<file path="src/rtl/encoder_serial.sv">
// Serialising one-hot/multi-hot encoder: accepts a WIDTH-bit vector and emits one set-bit index per beat.
// Optional ENCODER_SERIAL_COUNT_EN adds a registered popcount output (set_count).
module encoder_serial #(
    parameter int WIDTH     = 16,
    parameter bit MSB_FIRST = 1'b0,
    parameter int IDX_W     = $clog2(WIDTH)
) (
    input  logic             clk,
    input  logic             rst_n,
    input  logic             enable,
    input  logic             in_valid,
    output logic             in_ready,
    input  logic [WIDTH-1:0] encode_in,
    output logic             out_valid,
    input  logic             out_ready,
    output logic [IDX_W-1:0] encode_out,
    output logic             out_last,
    output logic             out_zero,
    output logic             busy
`ifdef ENCODER_SERIAL_COUNT_EN
    ,
    output logic [IDX_W:0]   set_count
`endif
);

    typedef enum logic {IDLE, DRAIN} state_t;

    state_t           state, state_next;
    logic [WIDTH-1:0] pending, pending_next;
    logic             zero_flag, zero_next;
    logic [WIDTH-1:0] sel_mask;
    logic [IDX_W-1:0] sel_idx;
    logic             single;

    // Last write in each loop wins, so the scan direction picks the opposite end.
    always_comb begin
        sel_idx  = '0;
        sel_mask = '0;
        if (MSB_FIRST) begin
            for (int unsigned i = 0; i < WIDTH; i++) begin
                if (pending[i]) begin
                    sel_idx     = IDX_W'(i);
                    sel_mask    = '0;
                    sel_mask[i] = 1'b1;
                end
            end
        end else begin
            for (int unsigned i = WIDTH; i > 0; i--) begin
                if (pending[i-1]) begin
                    sel_idx       = IDX_W'(i - 1);
                    sel_mask      = '0;
                    sel_mask[i-1] = 1'b1;
                end
            end
        end
    end

    assign single = ((pending & (pending - 1'b1)) == '0);

    always_comb begin
        state_next   = state;
        pending_next = pending;
        zero_next    = zero_flag;
        in_ready     = 1'b0;
        out_valid    = 1'b0;
        out_last     = 1'b0;
        out_zero     = 1'b0;
        encode_out   = '0;
        busy         = 1'b0;
        case (state)
            IDLE: begin
                in_ready = enable & rst_n;
                if (enable && in_valid) begin
                    pending_next = encode_in;
                    zero_next    = (encode_in == '0);
                    state_next   = DRAIN;
                end
            end
            DRAIN: begin
                out_valid  = 1'b1;
                busy       = 1'b1;
                encode_out = sel_idx;
                out_zero   = zero_flag;
                out_last   = zero_flag | single;
                if (!enable) begin
                    state_next   = IDLE;
                    pending_next = '0;
                    zero_next    = 1'b0;
                end else if (out_ready) begin
                    pending_next = pending & ~sel_mask;
                    if (zero_flag || single) begin
                        state_next   = IDLE;
                        pending_next = '0;
                        zero_next    = 1'b0;
                    end
                end
            end
            default: begin
                state_next   = IDLE;
                pending_next = '0;
                zero_next    = 1'b0;
            end
        endcase
    end

    always_ff @(posedge clk) begin
        if (!rst_n) begin
            state     <= IDLE;
            pending   <= '0;
            zero_flag <= 1'b0;
        end else begin
            state     <= state_next;
            pending   <= pending_next;
            zero_flag <= zero_next;
        end
    end

`ifdef ENCODER_SERIAL_COUNT_EN
    logic [IDX_W:0] popcount;

    always_comb begin
        popcount = '0;
        for (int unsigned i = 0; i < WIDTH; i++) begin
            popcount = popcount + (IDX_W+1)'(encode_in[i]);
        end
    end

    always_ff @(posedge clk) begin
        if (!rst_n) begin
            set_count <= '0;
        end else if (state == IDLE && state_next == DRAIN) begin
            set_count <= popcount;
        end else if (state_next == IDLE) begin
            set_count <= '0;
        end
    end
`endif

endmodule
</file>
<file path="config.mk">
export PLATFORM = sky130hd
export DESIGN_NAME = encoder_serial
export DESIGN_NICKNAME = d
export VERILOG_FILES = /design/src/rtl/encoder_serial.sv
export SDC_FILE = /design/constraint.sdc
export NUM_CORES = 1
export LEC_CHECK = 0
export ABC_AREA = 1
export CAP_MARGIN = 20
export CORE_MARGIN = 4
export CORE_UTILIZATION = 30
export DETAILED_ROUTE_END_ITERATION = 7
export GPL_TIMING_DRIVEN = 0
export PLACE_DENSITY = 0.5
export SYNTH_ARGS = -nofsm -noshare
export SYNTH_HDL_FRONTEND = slang
export SYNTH_SLANG_ARGS = --single-unit
</file>
<file path="constraint.sdc">
create_clock -name clk -period 1.8 [get_ports clk]
set_input_delay 0.18 -clock clk [delete_from_list [all_inputs] [get_ports clk]]
set_output_delay 0.18 -clock clk [all_outputs]
set_load 0.05 [all_outputs]
</file>
==> run_results.csv <==
group,metric,value,unit
run_status,outcome,"complete, but fails checks",
run_status,violations,"negative setup slack",
clock_tree,cts-root-buf,"clkbuf_8",
place,io_buffers,29,
setup_path,crit_required,1.62,ns
setup_path,r2r_cells,11,
die,fp.dieW,75.7,µm
synth,yosys_warnings,0,
setup_path,cp.arrival,1.93,ns
min_path,holdCritStartpoint,"encode_in[0]",
clock_tree,cts_tree,"yes",
clock_tree,cts.path.max_buffers,2,
global_route,antenna_found_initial,0,
cells_and_area,final_util,46.5,%
power,vdd_drop_max,0.406,mV
detailed_routing,wl,4.69,mm
sta,postLayoutSetupSlackWorst,-0.309,ns
synth,yosys-top-cells-area,"dfxtp_1, a21oi_1, nand2_1",
place,dp_hpwl,3.46,mm
clock_tree,cts_hold_buf,0,
sta,finClkSkew,0.00382,ns
power,p_leak,0.000906,µW
setup_path,slowest_delay,0.35,ns
place,dp.cells,307,
synth,yosysMostFrequentCell,"nand2_1",
setup_path,crit_fanout,6,
cells_and_area,fillers,486,
global_route,grt_max_degree,11,
global_route,grt_util_all_layers,17.2,%
sta,grt_setup_unrepaired,"true",
cells_and_area,final-seq-area,384,µm²
setup_path,cp.buffers_inverters,2,
synth,synth_ff_type,"dfxtp_1",
synth,synth_edf_count,0,
global_route,grt-ovfl-total,0,
clock_tree,cts_buffers,3,
min_path,holdPathEnd,"pending[0]",
clock_tree,clk_pin_slew_worst_paths,0.08,ns
setup_path,reg2reg_to,"pending[8]",
synth,synth_cells,226,
sta,fin_crit_sh,117,%
cells_and_area,drive_above_1_share,25.3,%
sta,finalSetupTns,-1.28,ns
synth,synthesis.area,1370,µm²
synth,syn_nets,247,
detailed_routing,routed-via-count,1609,
setup_path,worstSetupEndpointType,"primary output",
min_path,worst_hold_path.num_cells,3,
synth,synth_top_area_share,26.2,%
run,max_cap_viol_count,0,
detailed_routing,ant_nets,0,
die,rows,24,
detailed_routing,dr.pass1.iters,4,
place,dpl_worst_slack,-0.795,ns
clock_tree,cts_max_level,1,
synth,synth_top_cell_by_area,"dfxtp_1",
synth,synthTopCellsByCount,"nand2_1, a21oi_1, inv_1",
clock_tree,worstSkewPairLatency,0.26,ns
power,power_per_cell_area,779,nW/µm²
setup_path,r2r_slack,-0.12,ns
sta,setup_violations,11,
detailed_routing,route.detailed.drc,0,
setup_path,critPathTopFamily,"simple AND/OR/NAND/NOR gates",
cells_and_area,finalNetCount,291,
cells_and_area,antennaDiodeCount,0,
setup_path,r2r_start,"pending[1]",
sta,hold_viol,0,
detailed_routing,viasPerCell,5.01,
cells_and_area,multiInputGateArea,948,µm²
setup_path,critPathLaunchType,"register",
global_route,grt_pass1_vias,1544,
synth,ys_types,32,
sta,max-slew-margin-rel,61.3,%
place,routabilityCongestion,0.761,
global_route,grt_pass1_wl,7.41,mm
synth,syn_avg_cell_area,6.08,µm²
synth,ys_seq_area_share,26.2,%
cells_and_area,area_growth,48.5,%
die,core,4380,µm²
clock_tree,numClockSinks,18,
setup_path,critPathKind,"reg -> out",
die,start_util,31.3,%
sta,period_needed,2.11,ns
setup_path,path_cells,"nor2_4, nand2_4, nand2_1, nand3_1, nor3_4, nand3_4, buf_8, a21oi_4, buf_6",
detailed_routing,wl_per_cell,14.6,µm
synth,synthArstFlopShare,0,%
die,num_io_pins,30,
die,die-area,5730,µm²
die,die_h,75.7,µm
sta,finalHoldWorstSlack,0.504,ns
sta,slew_violations,0,
detailed_routing,drt_iter0_markers,89,
sta,clock.fmax,474,MHz
cells_and_area,fin_cells,321,
synth,ys_ff_latch,18,
min_path,hold_path.class,"in -> reg",
setup_path,slowest_stage,"dfxtp_4",
sta,worstMarginPinSlew,0.580,ns
==> cells by family after synthesis <==
logic type | share of synthesized area [%]
flops | 26.2
compound gates | 22.3
simple gates | 38.0
buf+inv | 13.5
==> worst min-delay path: cells and delay by family <==
family	cells	cell delay, ns
AO/OA/AOI/OAI	1	0.05
buffers and inverters	1	0.41
AND/OR/NAND/NOR	1	0.08
==> metrics by stage <==
stage,cell area [µm²],power [µW]
2_1_floorplan,1450,932
3_3_place_gp,1800,1120
3_5_place_dp,1800,1110
4_1_cts,1920,1490
5_1_grt,2040,1690
6_report,2040,1590
==> registers in the layout, indices dropped and copies added (netlist names) <==
name and flops:
pending 16, state 1, zero_flag 1
==> how the worst max path moves through the flow <==
stage | start | endpoint | slack [ns] | cells past startpoint
2_1_floorplan | pending[1] | out_last | -0.03 | 10
3_3_place_gp | pending[3] | out_last | -0.82 | 11
3_5_place_dp | pending[3] | out_last | -0.80 | 11
4_1_cts | pending[0] | out_last | -0.37 | 11
5_1_grt | pending[4] | out_last | -0.44 | 11
6_report | pending[1] | out_last | -0.31 | 9
==> cells in the final DEF (no fill, tap or decap), types with 5 or more instances in the layout <==
master	instances
a21oi_1	30
a21oi_2	5
buf_4	9
buf_6	5
clkdlybuf4s50_1	23
dfxtp_1	7
dfxtp_2	7
inv_1	32
nand2_1	38
nand3_1	7
nand4_1	16
nor2_1	13
nor2_2	5
nor2_4	5
o21ai_0	16
==> final cells by class <==
cell class	count	area share [%]
buffer	9	2.82
clock buffer	4	2.70
inverter	37	6.81
multi-input combinational	162	46.5
sequential	18	18.8
tap	52	3.19
timing repair buffer	39	19.2
==> power breakdown <==
group	internal [µW]	switching, µW
combinational	321	422
clock	195	150
sequential	439	61.6
==> routing by layer <==
layer	global-route usage (%)	share of wire, %	wire (µm)
met1	24.4	48	2250
met2	27.3	48	2250
met3	3.56	3.5	162
met4	3.30	0.53	25
met5	0	0	0
==> timing repair <==
item,in CTS,in global routing
endpoints found under the hold margin,0,0
pin swaps,11,12
buffers inserted,6,3
gates resized for setup,47,27
setup endpoints to repair,7,22
gates cloned,0,1
(Power assumes the default switching activity.)
==> RTL edit, RTL diff (same settings) <==
The parameter `MSB_FIRST` goes from 1'b0 to 1'b1.
--- a/src/rtl/encoder_serial.sv
+++ b/src/rtl/encoder_serial.sv
@@ -3,5 +3,5 @@
 module encoder_serial #(
     parameter int WIDTH     = 16,
-    parameter bit MSB_FIRST = 1'b0,
+    parameter bit MSB_FIRST = 1'b1,
     parameter int IDX_W     = $clog2(WIDTH)
 ) (
Function: changed (a bounded check fails within 4 cycles, from zero or initial values and one cycle with rst_n low).
==> RTL edit against the unedited design <==
The flow still finishes with violations (negative setup slack); clock power down 20%; non-clock buffer count up 2; worst setup slack better by 0.091 ns; sequential cell count unchanged; area after synthesis up 6.7%; die area up 6.0%; total power down 2.3%; routed wire length up 4.0%; sequential power up 2%; core utilization down 2.9 points; design area up 1.0%; critical path type unchanged; highest routed layer unchanged.
==> RTL edit: results (changes against the unedited design) <==
status=finished with violations; failing checks=negative setup slack; post-synthesis sequential area ratio=24.57% (-1.7 points); share of post-route cells with drive strength above 1=29.76% (+4.5 points); buffering overhead=19.96% (-2.0 points); Setup WS post-layout=-0.2173 ns (+0.09139 ns); nonclk buf count=50 (+4.2%); multi-input gate share of the layout cell area=48.79% (+2.3 points); number of vias per cell=4.992 (-0.42%); crit-path max cell delay=0.37 ns (+0.02 ns); Pleak=0.9351 nW (+3.2%); Post-Route WL=4872 um (+4.0%); global-route wire length before repair=7962 um (+7.4%); post-CTS resize count=65 (+38%); Inst Count DP=341 (+11%); Hold Crit Class=flop to flop; synthesized area=1466 um2 (+6.7%); fin nets=312 (+7.2%); post-detail-place hpwl=3717 um (+7.5%); WP data arrival=1.84 ns (-0.09 ns); via count=1777 (+10%); Synth Net Count=266 (+7.7%); #MultiIn Comb=185 (+14%); maximum vdd ir drop=285.3 uV (-30%); vias in the first global route=1689 (+9.4%); final setup fails=4 (-7)
RTL edit: cell types whose count changed after synthesis, sizes merged, moves of 3 or more:
cell / before / now
nor2: 23 / 27
a31oi: 0 / 4
inv: 35 / 30
nand3: 10 / 7
nand2: 42 / 58
a21oi: 36 / 39
o21ai: 20 / 24
RTL edit: where the power goes:
part           switching (mW)  total, mW  internal [mW]
clock network           0.128      0.277          0.148
logic                   0.456      0.763          0.307
registers              0.0699      0.513          0.443
total                   0.654       1.55          0.898
RTL edit: final timing paths:
kind | from | to | slack (ns) | cells past startpoint
worst max-delay path | pending[1] | out_last | -0.22 | 10
worst min-delay path | zero_flag | zero_flag | 0.49 | 2
worst max register to register | pending[1] | pending[13] | -0.01 | 12
worst min register to register | zero_flag | zero_flag | 0.49 | 2
RTL edit: routing by layer:
layer	track usage, %	routed length, um
met4	4.371	57
met3	2.552	233
met2	26.03	2222
met1	22.41	2358
met5	0	0
